`src/rtl/seq_serializer.sv`:
```
// Parallel-to-serial front end: WIDTH-bit words in on valid/ready, bits out MSB-first one per clock.
// Define SER_PARITY_EN to append an even-parity bit after each word's LSB.
module seq_serializer #(
  parameter int   WIDTH    = 8,
  parameter logic IDLE_BIT = 1'b0
) (
  input  logic             clk,
  input  logic             arstn,
  input  logic [WIDTH-1:0] din,
  input  logic             din_valid,
  output logic             din_ready,
  output logic             ser_out,
  output logic             ser_active,
  output logic             word_done
);

  localparam int CNT_W = (WIDTH > 1) ? $clog2(WIDTH) : 1;

`ifdef SER_PARITY_EN
  typedef enum logic [1:0] {ST_IDLE = 2'd0, ST_SHIFT = 2'd1, ST_PARITY = 2'd2} state_e;
`else
  typedef enum logic [1:0] {ST_IDLE = 2'd0, ST_SHIFT = 2'd1} state_e;
`endif

  state_e           state_q;
  logic [WIDTH-1:0] shreg_q;
  logic [CNT_W-1:0] cnt_q;
  logic             ser_out_q;
  logic             ser_active_q;
  logic             word_done_q;
`ifdef SER_PARITY_EN
  logic             parity_q;
`endif
  logic             transfer;

  // cnt_q counts the bits still to come after the one currently on ser_out.
  always_comb begin
    // NOTE: default assignment first so every path drives din_ready and no latch is inferred.
    din_ready = 1'b0;
    case (state_q)
      ST_IDLE:   din_ready = 1'b1;
`ifdef SER_PARITY_EN
      ST_SHIFT:  din_ready = 1'b0;
      ST_PARITY: din_ready = 1'b1;
`else
      ST_SHIFT:  din_ready = (cnt_q == '0);
`endif
      default:   din_ready = 1'b0;
    endcase
  end

  assign transfer = din_valid && din_ready;

  // The MSB is registered straight onto ser_out at the accepting edge, so a
  // reload during the final bit cycle streams the next word without a gap.
  always_ff @(posedge clk or negedge arstn) begin
    if (!arstn) begin
      // NOTE: every register, including the shift register, gets an async reset so a
      // mid-word reset discards the word completely.
      state_q      <= ST_IDLE;
      shreg_q      <= '0;
      cnt_q        <= '0;
      ser_out_q    <= IDLE_BIT;
      ser_active_q <= 1'b0;
      word_done_q  <= 1'b0;
`ifdef SER_PARITY_EN
      parity_q     <= 1'b0;
`endif
    end else if (transfer) begin
      // NOTE: sequential state uses non-blocking assignments so all registers update together.
      state_q      <= ST_SHIFT;
      ser_out_q    <= din[WIDTH-1];
      shreg_q      <= din << 1;
      cnt_q        <= CNT_W'(WIDTH - 1);
      ser_active_q <= 1'b1;
`ifdef SER_PARITY_EN
      word_done_q  <= 1'b0;
      parity_q     <= ^din;
`else
      word_done_q  <= (WIDTH == 1);
`endif
    end else if (state_q == ST_SHIFT && cnt_q != '0) begin
      ser_out_q    <= shreg_q[WIDTH-1];
      shreg_q      <= shreg_q << 1;
      cnt_q        <= cnt_q - CNT_W'(1);
      ser_active_q <= 1'b1;
`ifdef SER_PARITY_EN
      word_done_q  <= 1'b0;
`else
      word_done_q  <= (cnt_q == CNT_W'(1));
`endif
    end
`ifdef SER_PARITY_EN
    else if (state_q == ST_SHIFT) begin
      state_q      <= ST_PARITY;
      ser_out_q    <= parity_q;
      ser_active_q <= 1'b1;
      word_done_q  <= 1'b1;
    end
`endif
    else begin
      state_q      <= ST_IDLE;
      ser_out_q    <= IDLE_BIT;
      ser_active_q <= 1'b0;
      word_done_q  <= 1'b0;
    end
  end

  assign ser_out    = ser_out_q;
  assign ser_active = ser_active_q;
  assign word_done  = word_done_q;

endmodule

```
`config.mk`:
```
export PLATFORM = sky130hd
export DESIGN_NAME = seq_serializer
export DESIGN_NICKNAME = d
export VERILOG_FILES = /design/src/rtl/seq_serializer.sv
export SDC_FILE = /design/constraint.sdc
export NUM_CORES = 1
export LEC_CHECK = 0
export BUFFER_PORTS_ARGS = -buffer_cell sky130_fd_sc_hd__buf_2
export CAP_MARGIN = 5
export CORE_UTILIZATION = 49
export DETAILED_ROUTE_END_ITERATION = 10
export PLACE_DENSITY = 0.83
export SLEW_MARGIN = 30
export SYNTH_ARGS = -nofsm -noshare
export SYNTH_HDL_FRONTEND = slang
export SYNTH_SLANG_ARGS = --single-unit
```
`constraint.sdc`:
```
create_clock -name clk -period 1.7 [get_ports clk]
set_input_delay 0.255 -clock clk [delete_from_list [all_inputs] [get_ports clk]]
set_output_delay 0.255 -clock clk [all_outputs]
set_load 0.005 [all_outputs]
```
==> results.toml <==
[status]
status = "complete, no violations"

[yosys]
synth.top_cell.area_share_pct = 53.9
synth_cells = 57
yosysMostFrequentCell = "dfrtp_1"
synth_edf_count = 0
synth.area.top_cells = "dfrtp_1 (54%), mux2i_1 (11%), ha_1 (5.8%)"
async_flop_share_pct = 100
yosysWarnings = 0
synth_nets = 71
synth_top_cells_by_count = "dfrtp_1 (14), nand2_1 (8), mux2i_1 (7)"
syn_avg_cell_area_um2 = 11.4
yosysTopAreaCell = "dfrtp_1"
ys_seq_area_share_pct = 53.9
synth-main-ff-cell = "dfrtp_1"
netlist_area_um2 = 649
ys_ff_latch = 14
synth_cell_types = 17

[drt]
route.final.wire_length_um = 1120
avgRoutedWirePerCell_um = 12.3
via_per_inst = 5.09
ant_nets = 0
route.vias.total = 463
remaining_drc_errors = 0
first_iter_violations = 8
dr.pass1.iters = 4

[timing]
relSlewSlack_pct = 80.0
fin_skew_ps = 3.62
finalSetupTns_ps = 0
hold_viol = 0
period_needed_ps = 1630
post-route-period-util_pct = 95.8
clock.fmax_ghz = 0.614
worst_slew_pin_slew_ps = 299
setup_viol = 0
final-max-slew-violation-count = 0
rsz0062_at_grt = "false"

[floorplanning]
die-area_um2 = 1470
die_y_um = 38.4
core_um2 = 1170
die_w_um = 38.4
start_util_pct = 55.4
rows = 12
io_pins = 15

[job]
drv_cap = 0

[grt]
antenna_found_initial = 0
grt_pass1_wl_um = 1810
gr-total-overflow = 0
grt_usage_pct = 19.0
grt_pass1_vias = 422
grt_max_degree = 15

[layout]
final_nets = 92
final_layout_size_suffix_gt1_share_pct = 36.4
layoutNonFillerInstCount = 91
areaGrowthSynthToFinish_pct = 20.4
insertedDiodeCount = 0

[setup_path]
critPathArrivalTime_ps = 1370
r2r_slack_ps = 180
crit_type = "reg2out"
slowest_stage = "dfrtp_1"
end_kind = "primary output"
crit_path_max_fanout = 8
required_ps = 1440
critPathTopFamily = "adder cells"
critical_path.max_stage_delay_ps = 360
crit_buf_inv = 3
startpoint_type = "flop"
cp_cell_sequence = "inv_1 > ha_1 > ha_2 > nor2b_4 > inv_2 > buf_2"

[placement]
portBuffers = 14
gp_congestion = 0.782
place_inst = 83
place_hpwl_um = 776

[cts]
cts.sinks = 14
cts_buffers = 3
ctsLongestPathBuffers = 2
clk_pin_slew_ps = 80
cts_tree = "yes"
clockRootBuffer = "clkbuf_4"
clkLatencyLatePin_ps = 280
h-tree-depth = 1

[power]
leakage_nw = 0.416
ir_drop_mv = 0.786
p_per_area_nw_per_um2 = 1660
finalPower_mw = 1.30

[min_path]
min_path_type = "in2reg"
[final timing paths]
kind,from,endpoint,depth (start not counted)
max in group asynchronous,arstn,shreg_q[6],2
max reg2reg,cnt_q[0],cnt_q[0],8
min in group asynchronous,arstn,shreg_q[2],2
min,din[7],ser_out,3
max,cnt_q[0],din_ready,6
min reg2reg,shreg_q[2],shreg_q[3],2
[tightest hold or removal path, cell delays in order]
cell and delay, ps:
buf_2 80, nand3_1 70, nand2_1 70
[per-layer routing]
layer	part of all wire (%)	vias to the layer above	wire length, um	global-route usage (%)
met5	0	-	0	0
met4	2.2	0	24	12.9
met3	3.3	4	37	3.49
met2	53	14	592	31.4
met1	41	216	462	22.2
li1	-	229	-	-
[through the flow]
stage / util (%) / instance area, um2 / setup slack [ps] / hold WS, ps
CTS: 65.9 / 772 / 34.9 / 202
detailed placement: 60.7 / 711 / 146 / 160
floorplan: - / 649 / 343 / -40.6
finish: 66.8 / 782 / 71.8 / 222
global placement: 60.7 / 711 / 244 / 159
global route: 66.8 / 782 / 13.5 / 230
[state kept, by name (all words and copies together), names as in the netlist]
register	count
shreg_q	7
cnt_q	3
ser_active	1
ser_out	1
state_q	1
word_done	1
[placed cells by master, fill, tap and decap left out]
cell type,n
nand2b_1,2
nor2b_4,1
o21ai_0,4
nor2_1,1
buf_2,14
ha_1,2
clkbuf_4,3
dfrtp_1,14
a21oi_1,1
inv_2,1
nand2_1,8
buf_4,4
nor3_1,1
o21ai_1,3
nand3_1,1
clkbuf_8,1
and3_1,1
dlygate4sd3_1,1
ha_2,1
inv_1,3
mux2i_1,7
o21ai_2,3
[kinds of logic (layout without fill, tap and decap cells)]
family                     after synthesis  after routing  synth area share, %
muxes                                    7              7                 10.8
AOI/OAI and AO/OA                       11             11                 10.2
buffers and inverters                    7             27                 7.51
adders and majority gates                3              3                 5.78
and+or+nand+nor                         15             15                 11.8
DFF                                     14             14                 54.0
[layout make-up]
type | instances | area [um2]
fillers | 92 | 389
flip-flops and latches | 14 | 350
multi-input cells | 36 | 253
repair buffers | 19 | 110
clock buffers | 4 | 36.3
well taps | 14 | 17.5
inverters | 4 | 15.0
[repair_timing]
action / 4_1_cts / 5_1_grt
endpoints found under the hold margin: 14 / 0
hold buffers: 1 / 0
buffers inserted: 2 / 1
setup endpoints to repair: 1 / 1
pin swaps: 0 / 0
resized for setup: 0 / 1
[power breakdown]
group          total [mW]  switching (mW)  leakage, nW  internal [mW]
clock               0.237           0.106       0.0210          0.130
combinational       0.533           0.286        0.222          0.247
sequential          0.526          0.0584        0.173          0.468
(Power assumes the default switching activity.)
